`config.mk`:
```
export PLATFORM = sky130hd
export DESIGN_NAME = axim_burst_gen
export DESIGN_NICKNAME = d
export VERILOG_FILES = /design/src/rtl/axim_pkg.sv /design/src/rtl/axim_outstanding_cnt.sv /design/src/rtl/axim_burst_gen.sv
export SDC_FILE = /design/constraint.sdc
export NUM_CORES = 1
export LEC_CHECK = 0
export CAP_MARGIN = 20
export CORE_MARGIN = 2
export CORE_UTILIZATION = 35
export DETAILED_ROUTE_END_ITERATION = 8
export DONT_BUFFER_PORTS = 1
export HOLD_SLACK_MARGIN = 0.05
export PLACE_DENSITY_LB_ADDON = 0.1
export SYNTH_ARGS = -nofsm -noshare
export SYNTH_HDL_FRONTEND = slang
export SYNTH_SLANG_ARGS = --single-unit
export TNS_END_PERCENT = 50
```
`constraint.sdc`:
```
create_clock -name clk -period 4.35 [get_ports clk]
set_clock_uncertainty 0.05 [all_clocks]
set_input_delay 1.0875 -clock clk [delete_from_list [all_inputs] [get_ports clk]]
set_output_delay 1.0875 -clock clk [all_outputs]
set_load 0.005 [all_outputs]
```
`src/rtl/axim_pkg.sv`:
```
// Shared types and helpers for the AXI master address path.
package axim_pkg;

  typedef enum logic [2:0] {
    ST_IDLE,
    ST_CALC,
    ST_ISSUE,
    ST_DRAIN,
    ST_DONE
  } burst_gen_state_t;

  localparam int unsigned LP_AXI_4K = 4096;

  // Beats that fit between an (aligned) address and the next 4 KB boundary.
  function automatic logic [12:0] beats_to_4k(input logic [11:0] addr,
                                              input int unsigned dw_bytes);
    int unsigned room;
    room = LP_AXI_4K - 32'(addr);
    return 13'(room / dw_bytes);
  endfunction

endpackage

```
`src/rtl/axim_outstanding_cnt.sv`:
```
// Up/down counter of issued-but-uncompleted bursts; saturates at 0 and C_MAX.
module axim_outstanding_cnt #(
  parameter int unsigned C_MAX   = 16,
  parameter int unsigned C_CNT_W = $clog2(C_MAX + 1)
) (
  input  logic               clk,
  input  logic               rstn,
  input  logic               i_inc,
  input  logic               i_dec,
  output logic [C_CNT_W-1:0] o_count,
  output logic               o_full,
  output logic               o_empty
);

  logic [C_CNT_W-1:0] r_count;

  always_ff @(posedge clk or negedge rstn) begin
    if (!rstn) begin
      r_count <= '0;
    end else if (i_inc && !i_dec && !o_full) begin
      r_count <= r_count + C_CNT_W'(1);
    end else if (i_dec && !i_inc && (r_count != '0)) begin
      r_count <= r_count - C_CNT_W'(1);
    end
  end

  assign o_count = r_count;
  assign o_full  = (r_count == C_CNT_W'(C_MAX));
  assign o_empty = (r_count == '0);

endmodule

```
`src/rtl/axim_burst_gen.sv`:
```
// AXI4 AR/AW burst command generator: 4 KB / max-length splitting, outstanding limit.
// Optional strided single-beat mode under `AXIM_BURST_GEN_STRIDE_EN.
module axim_burst_gen
  import axim_pkg::*;
#(
  parameter int unsigned C_M_AXI_ADDR_WIDTH = 32,
  parameter int unsigned C_M_AXI_DATA_WIDTH = 32,
  parameter int unsigned C_XFER_SIZE_WIDTH  = 32,
  parameter int unsigned C_MAX_BURST_LEN    = 256,
  parameter int unsigned C_MAX_OUTSTANDING  = 16
) (
  input  logic                                   clk,
  input  logic                                   rstn,
  input  logic                                   ctrl_start,
  input  logic [C_M_AXI_ADDR_WIDTH-1:0]          ctrl_addr_offset,
  input  logic [C_XFER_SIZE_WIDTH-1:0]           ctrl_xfer_size,
`ifdef AXIM_BURST_GEN_STRIDE_EN
  input  logic [C_M_AXI_ADDR_WIDTH-1:0]          ctrl_stride,
  input  logic                                   ctrl_strided,
`endif
  output logic                                   ctrl_busy,
  output logic                                   ctrl_done,
  output logic                                   m_axi_axvalid,
  input  logic                                   m_axi_axready,
  output logic [C_M_AXI_ADDR_WIDTH-1:0]          m_axi_axaddr,
  output logic [7:0]                             m_axi_axlen,
  input  logic                                   resp_valid,
  output logic [$clog2(C_MAX_OUTSTANDING+1)-1:0] outstanding
);

  localparam int unsigned DW_BYTES  = C_M_AXI_DATA_WIDTH / 8;
  localparam int unsigned LP_LOG_DW = $clog2(DW_BYTES);
  localparam int unsigned LP_OUT_W  = $clog2(C_MAX_OUTSTANDING + 1);
  localparam int unsigned LP_LEN_W  = $clog2(C_MAX_BURST_LEN + 1);
  localparam int unsigned LP_CMP_W  = (C_XFER_SIZE_WIDTH > 13) ? C_XFER_SIZE_WIDTH : 13;
  localparam logic [C_M_AXI_ADDR_WIDTH-1:0] LP_ALIGN_MASK =
    ~C_M_AXI_ADDR_WIDTH'(DW_BYTES - 1);

  burst_gen_state_t r_state, w_next;

  logic [C_M_AXI_ADDR_WIDTH-1:0] r_addr;
  logic [C_XFER_SIZE_WIDTH-1:0]  r_beats_rem;
  logic [LP_LEN_W-1:0]           r_len;
  logic [7:0]                    r_axlen;

  logic                          w_load, w_calc, w_hs, w_full, w_empty;
  logic [C_XFER_SIZE_WIDTH-1:0]  w_beats_init, w_beats_after;
  logic [LP_CMP_W-1:0]           w_cap;
  logic [LP_LEN_W-1:0]           w_len;
  logic [C_M_AXI_ADDR_WIDTH-1:0] w_addr_step;

`ifdef AXIM_BURST_GEN_STRIDE_EN
  logic [C_M_AXI_ADDR_WIDTH-1:0] r_stride;
  logic                          r_strided;

  always_ff @(posedge clk or negedge rstn) begin
    if (!rstn) begin
      r_stride  <= '0;
      r_strided <= 1'b0;
    end else if (w_load) begin
      r_stride  <= ctrl_stride;
      r_strided <= ctrl_strided;
    end
  end
`endif

  always_comb begin
    w_beats_init  = (ctrl_xfer_size >> LP_LOG_DW)
                  + C_XFER_SIZE_WIDTH'(|(ctrl_xfer_size & C_XFER_SIZE_WIDTH'(DW_BYTES - 1)));
    w_beats_after = r_beats_rem - C_XFER_SIZE_WIDTH'(r_len);
    w_cap         = LP_CMP_W'(beats_to_4k(r_addr[11:0], DW_BYTES));
    if (w_cap > LP_CMP_W'(C_MAX_BURST_LEN)) w_cap = LP_CMP_W'(C_MAX_BURST_LEN);
    w_len         = (LP_CMP_W'(r_beats_rem) < w_cap) ? LP_LEN_W'(r_beats_rem)
                                                     : LP_LEN_W'(w_cap);
    w_addr_step   = C_M_AXI_ADDR_WIDTH'(r_len) << LP_LOG_DW;
`ifdef AXIM_BURST_GEN_STRIDE_EN
    if (r_strided) begin
      w_len       = LP_LEN_W'(1);
      w_addr_step = r_stride;
    end
`endif
  end

  always_ff @(posedge clk or negedge rstn) begin
    if (!rstn) r_state <= ST_IDLE;
    else       r_state <= w_next;
  end

  // Valid needs no hold register: the count can only rise through our own handshake.
  always_comb begin
    w_next        = r_state;
    w_load        = 1'b0;
    w_calc        = 1'b0;
    m_axi_axvalid = 1'b0;
    ctrl_busy     = 1'b0;
    ctrl_done     = 1'b0;
    unique case (r_state)
      ST_IDLE: begin
        if (ctrl_start) begin
          w_load = 1'b1;
          w_next = (w_beats_init == '0) ? ST_DONE : ST_CALC;
        end
      end
      ST_CALC: begin
        ctrl_busy = 1'b1;
        w_calc    = 1'b1;
        w_next    = ST_ISSUE;
      end
      ST_ISSUE: begin
        ctrl_busy     = 1'b1;
        m_axi_axvalid = !w_full;
        if (m_axi_axvalid && m_axi_axready)
          w_next = (w_beats_after == '0) ? ST_DRAIN : ST_CALC;
      end
      ST_DRAIN: begin
        ctrl_busy = 1'b1;
        if (w_empty) w_next = ST_DONE;
      end
      ST_DONE: begin
        ctrl_done = 1'b1;
        w_next    = ST_IDLE;
      end
      default: w_next = ST_IDLE;
    endcase
  end

  assign w_hs = m_axi_axvalid & m_axi_axready;

  always_ff @(posedge clk or negedge rstn) begin
    if (!rstn) begin
      r_addr      <= '0;
      r_beats_rem <= '0;
      r_len       <= '0;
      r_axlen     <= '0;
    end else begin
      if (w_load) begin
        r_addr      <= ctrl_addr_offset & LP_ALIGN_MASK;
        r_beats_rem <= w_beats_init;
      end else if (w_hs) begin
        r_addr      <= r_addr + w_addr_step;
        r_beats_rem <= w_beats_after;
      end
      if (w_calc) begin
        r_len   <= w_len;
        r_axlen <= 8'(w_len - LP_LEN_W'(1));
      end
    end
  end

  assign m_axi_axaddr = r_addr;
  assign m_axi_axlen  = r_axlen;

  axim_outstanding_cnt #(
    .C_MAX   (C_MAX_OUTSTANDING),
    .C_CNT_W (LP_OUT_W)
  ) u_outstanding_cnt (
    .clk     (clk),
    .rstn    (rstn),
    .i_inc   (w_hs),
    .i_dec   (resp_valid),
    .o_count (outstanding),
    .o_full  (w_full),
    .o_empty (w_empty)
  );

endmodule
```
; ---- After elaboration in Yosys (flattened, before gate mapping)
; Index checks and enable logic that the tools add are counted.
; Widths: inputs -> output; s select.
[word_totals]
register_bits = 89
latch_bits = 0
mem_bits_rw = 0
romBits = 0
in_bits = 69
out_inout_bits = 48
elab_cells = 62
mem_count = 0
[op_classes]
add_sub_neg = 7
multipliers = 0
div = 0
n_lt_le_gt_ge = 2
eq_ne = 8
shifts = 0
muxes = 20
bitwise_logic = 1
n_reduce_logical = 18
[ops]
columns = cell, count
row1 = $mux 32, 4
row2 = $logic_not 32->1, 2
row3 = $add 32x11->32, 1
row4 = $lt 32x13->1, 1
row5 = $sub 32x9->32, 1
row6 = $add 30x1->31, 1
row7 = $sub 13x12->14 const A, 1
row8 = $gt 13x9->1 const B, 1
row9 = $mux 13, 1
row10 = $mux 3, 4
row11 = $pmux 3 s4, 1
row12 = $mux 5, 2
row13 = $mux 9, 1
row14 = $sub 8x1->8 const B, 1
row15 = $eq 3x2->1 const B, 2
row16 = $mux 1, 6
row17 = $add 5x1->5 const B, 1
row18 = $eq 5x5->1 const B, 1
row19 = $logic_and 1x1->1, 5
row20 = $logic_not 5->1, 1
row21 = $reduce_bool 5->1, 1
row22 = $sub 5x1->5 const B, 1
row23 = $ne 2x2->1 const B, 2
row24 = $reduce_bool 2->1, 2
row25 = other kinds (10), 12

; ---- Logic depth before layout (Yosys ltp)
[logic_depth]
depth_word = 9
depth_mapped = 23
ltp_nobuf = 21

; ---- By module
; Synthesis repeated with hierarchy kept, for this count alone.
[hier_totals]
cells_unflattened = 937
area_unflattened_um2 = 7297.0
[by_module_without_submodules]
columns = module, instances, cells_per_inst, area_per_inst_um2, seq_area_each_um2
row1 = axim_burst_gen, 1, 887, 6830.3, 2052.0
row2 = axim_outstanding_cnt, 1, 50, 466.7, 125.1

; ---- Worst setup path before layout
; OpenSTA, ideal clock, no wires.
[synth_timing]
path_kind = reg2reg
from = register r_addr[2] (netlist: m_axi_axaddr[2])
to = register r_axlen[6] (netlist: m_axi_axlen[6])
setup_ns = 0.129
arrival_ns = 4.393
required_ns = 4.171
path_slack_ns = -0.222
path_stages_with_launch = 24
path_buffers = 2
period_less_slack_ns = 4.572
cell_sequence = dfrtp_1 > inv_1 > ha_1 > nor2b_1 > clkbuf_1 > a211o_1 > a211oi_1 > o2111ai_1 > nor2b_1 > a211o_1 > ha_1 > nand4_1 > nor2_1 > a211oi_1 > o2111ai_1 > a211oi_1 > buf_2 > nor2_1 > a21oi_1 > ha_1 > nand2_1 > o31ai_2 > xor2_1 > o21ai_1
[synth_between]
elab_chain_len = 6
[synth_rtl]
columns = element, line
row1 = start: declaration, axim_burst_gen.sv:41  ; logic [C_M_AXI_ADDR_WIDTH-1:0] r_addr;
row2 = start signal: assignment, axim_burst_gen.sv:137  ; r_addr <= ctrl_addr_offset & LP_ALIGN_MASK;
row3 = start signal: assignment, axim_burst_gen.sv:140  ; r_addr <= r_addr + w_addr_step;
row4 = $sub 13x12->14 *, axim_pkg.sv:18  ; room = LP_AXI_4K - 32'(addr);
row5 = $gt 13x9->1, axim_burst_gen.sv:72  ; if (w_cap > LP_CMP_W'(C_MAX_BURST_LEN)) w_cap = LP_CMP_W'(C_MAX_BURST_LEN);
row6 = $mux 13 *, axim_burst_gen.sv:72
row7 = $lt 32x13->1, axim_burst_gen.sv:73  ; w_len = (LP_CMP_W'(r_beats_rem) < w_cap) ? LP_LEN_W'(r_beats_rem)
row8 = $mux 9 *, axim_burst_gen.sv:73
row9 = $sub 8x1->8 *, axim_burst_gen.sv:145  ; r_axlen <= 8'(w_len - LP_LEN_W'(1));
row10 = end signal: assignment, axim_burst_gen.sv:145
row11 = end: declaration, axim_burst_gen.sv:44  ; logic [7:0] r_axlen;
; Every way passes the cells marked *; elsewhere a longest branch is shown, timed or not.
; A chain may end at the register's enable or synchronous reset.

; ---- Worst setup path in the final report
[layout_timing]
from = register r_addr[3] (netlist: m_axi_axaddr[3])
to = register r_axlen[6] (netlist: m_axi_axlen[6])
; Same word-level chain as after synthesis.

==> metrics.md <==
| Metric | Value |
|---|---|
| Final WL | 21080 microns |
| DRC | 0 |
| HPWL Detailed | 15670 microns |
| Vias in the first global route | 6311 |
| CP endpoint kind | flip-flop |
| Final net count | 1022 |
| Arrival time worst endpoint | 4.49 ns |
| Crit path launch type | flip-flop |
| Async set-reset flop share out of synthesis | 1.000 |
| Slowest-stage cell, CP | dfrtp_1 |
| Slew Viols, Final | 0 |
| Final ANT Viol Nets | 0 |
| Largest net degree at the start of global routing | 88 |
| Die width | 146.7 microns |
| Ys flop type | dfrtp_1 |
| PortBufs | 0 |
| Reg area | 2178 sq um |
| Final Util | 0.3984 |
| Endpoints failing setup | 0 |
| Skew-Pair Late Insertion Delay | 0.36 ns |
| Power Dens Cells | 729.2 nW/um^2 |
| Peak supply drop | 0.2426 mV |
| Commonest non-fill, non-tap cell in the layout | nand2_1 |
| Post-synth EDFFs | 0 |
| Status | finished, final reports clean |
| H-tree depth | 3 |
| Row cnt | 52 |
| Crit path kind | flip-flop to flip-flop |
| Max-capacitance violation count | 0 |
| Relative slew slack | 0.4132 |
| Design Power | 5.840 mW |
| Commonest non-fill, non-tap cells in the layout | nand2_1 (117), nor2_1 (90), dfrtp_1 (86) |
| RSZ-0062 raised after global routing | true |
| Crit-path cells | or3_4, or3_4, a211oi_2, o2111ai_2, nor2b_4, a211o_1, ha_1, nand4_1, or3_1, a21oi_1, a211oi_2, buf_4, nand2_1, o31a_1, ha_2, nand2_1, o31ai_2, xor2_1, o21ai_1 |
| Final Hold Viols | 0 |
| Fmax | 0.2307 GHz |
| PnR worst setup slack | 0.01605 ns |
| Syn Std Cell Area | 7126 sq um |
| Post-place setup slack | -0.08292 ns |
| Hold_buf cts | 0 |
| First drt pass iteration count | 4 |
| First-pass GRT wire length | 34600 microns |
| Die H | 146.7 microns |
| Total global routing overflow | 0 |
| Area Overhead vs Synth | 12.40% |
| Vias | 6413 |
| Post-synthesis sequential area ratio | 0.3055 |
| Share of layout cells above drive strength 1 | 0.09684 |
| Cells after synthesis | 905 |
| Initial Util | 0.3544 |
| CTS root buf | clkbuf_16 |
| Total CTS buffers | 9 |
| CTS Buffer Depth | 2 |
| Clock Sinks | 87 |
| Worst path required time | 4.51 ns |
| Least-Margin Pin Slew | 0.8781 ns |
| Vias per std cell | 5.394 |
| Worst path max stage delay | 0.43 ns |
| Die footprint | 21520 sq um |
| All-Layer GR Usage | 0.2029 |
| Critical path peak fanout | 5 |
| Area occupied by multi-input gates | 4713 sq um |
| Worst Hold Class | input port to asynchronous set/reset pin |
| Yosys warning total | 0 |
| Hold Slack | 0.3750 ns |
| Drt initial violations | 287 |
| Synth Register Bits | 87 |
| Routability cong. | 0.9131 |
| Ant diodes | 0 |
| Minimum clock period | 4.334 ns |
| Netlist cell types | 70 |
| Final period util | 0.9963 |
| Ports | 117 |
| WL per Instance | 17.73 microns |
| Leakage | 3.140 nW |
| CTS tree | built |
| Worst r2r path cells | 19 |
| Initial antenna violation count | 0 |
| Clock transition at path regs | 0.07 ns |
| Core area | 20100 sq um |
| Layout fillers | 2096 |
| Avg Cell Area, Syn | 7.874 sq um |
[Yosys cell counts (all sizes together) (10+ instances only)]
master | number | area share
nand2 | 117 | 0.062
nor2 | 90 | 0.047
dfrtp | 87 | 0.31
o21ai | 72 | 0.051
xnor2 | 59 | 0.073
a21oi | 49 | 0.034
nand3 | 38 | 0.027
clkbuf | 37 | 0.019
ha | 36 | 0.063
xor2 | 35 | 0.043
nor3 | 30 | 0.021
inv | 28 | 0.015
a211oi | 15 | 0.016
and3 | 14 | 0.012
nor4 | 13 | 0.012
o211ai | 12 | 0.013
nand4 | 11 | 0.0097
buf | 10 | 0.0090
[critical path, delay by kind of cell, from the launching register on]
| family | cells | cell delay (ns) |
|---|---|---|
| flip-flops | 1 | 0.43 |
| buffers and inverters | 1 | 0.16 |
| XOR/XNOR | 1 | 0.18 |
| AO/OA/AOI/OAI | 8 | 1.33 |
| adder cells (fa/ha/maj) | 2 | 0.49 |
| AND/OR/NAND/NOR | 7 | 1.54 |
[power breakdown]
part / internal (mW) / switching, mW
sequential: 1.19 / 0.540
combinational: 1.37 / 1.80
clock: 0.570 / 0.372
[final cells by class]
class / instances / share of cell area
multi-input cells: 745 / 0.5885
flip-flops and latches: 87 / 0.2720
well taps: 270 / 0.04218
repair buffers: 43 / 0.04031
clock inverters: 7 / 0.01578
inverters: 28 / 0.01312
clock buffers: 9 / 0.02812
[cell families (layout without fill, tap and decap cells)]
family / count (synthesis) / in the layout / synth area share
multiplexers: 6 / 6 / 0.008955
other: 2 / 4 / 0.001054
flip-flops: 87 / 87 / 0.3055
AO/OA/AOI/OAI: 230 / 230 / 0.2062
adder cells (fa/ha/maj): 39 / 39 / 0.07164
XOR/XNOR: 94 / 94 / 0.1155
AND/OR/NAND/NOR: 372 / 372 / 0.2479
buffers and inverters: 75 / 87 / 0.04319
[final timing paths]
kind	start	to	slack [ns]
max in group asynchronous	rstn	m_axi_axlen[7]$_DFFE_PN0P_	3.66
hold reg to reg	m_axi_axlen[1]$_DFFE_PN0P_	m_axi_axlen[1]$_DFFE_PN0P_	0.47
hold / removal	rstn	m_axi_axaddr[2]$_DFFE_PN0P_	0.38
min in group clk	m_axi_axlen[1]$_DFFE_PN0P_	m_axi_axlen[1]$_DFFE_PN0P_	0.47
setup reg to reg	m_axi_axaddr[3]$_DFFE_PN0P_	m_axi_axlen[6]$_DFFE_PN0P_	0.02
setup / recovery	m_axi_axaddr[3]$_DFFE_PN0P_	m_axi_axlen[6]$_DFFE_PN0P_	0.02
[state kept, by name, indices dropped and copies added (netlist names)]
signal                     cells
r_len                          9
m_axi_axlen                    8
m_axi_axaddr                  30
u_outstanding_cnt.o_count      5
r_state                        3
r_beats_rem                   32
[what timing repair did]
action	in CTS	in global routing
endpoints found under the setup margin	2	3
pin swaps	3	1
gates resized for setup	3	2
cloned	0	0
setup buffers	1	0
[routing by layer]
metal | share of wire | track usage | wire length (microns)
met1 | 0.48 | 0.2857 | 10220
met2 | 0.44 | 0.3131 | 9285
met3 | 0.052 | 0.03563 | 1089
met4 | 0.023 | 0.07136 | 484
met5 | 0 | 0 | 0
[metrics by stage]
step / TNS, ns / area [sq um] / std cells
detailed placement: -0.08292 / 7622 / 1172
global route: -0.3585 / 8009 / 1189
global placement: -0.02728 / 7622 / 1172
floorplan: 0 / 7179 / 907
CTS: 0 / 7995 / 1189
finish: 0 / 8009 / 1189
Power figures use the tool's default switching activity.
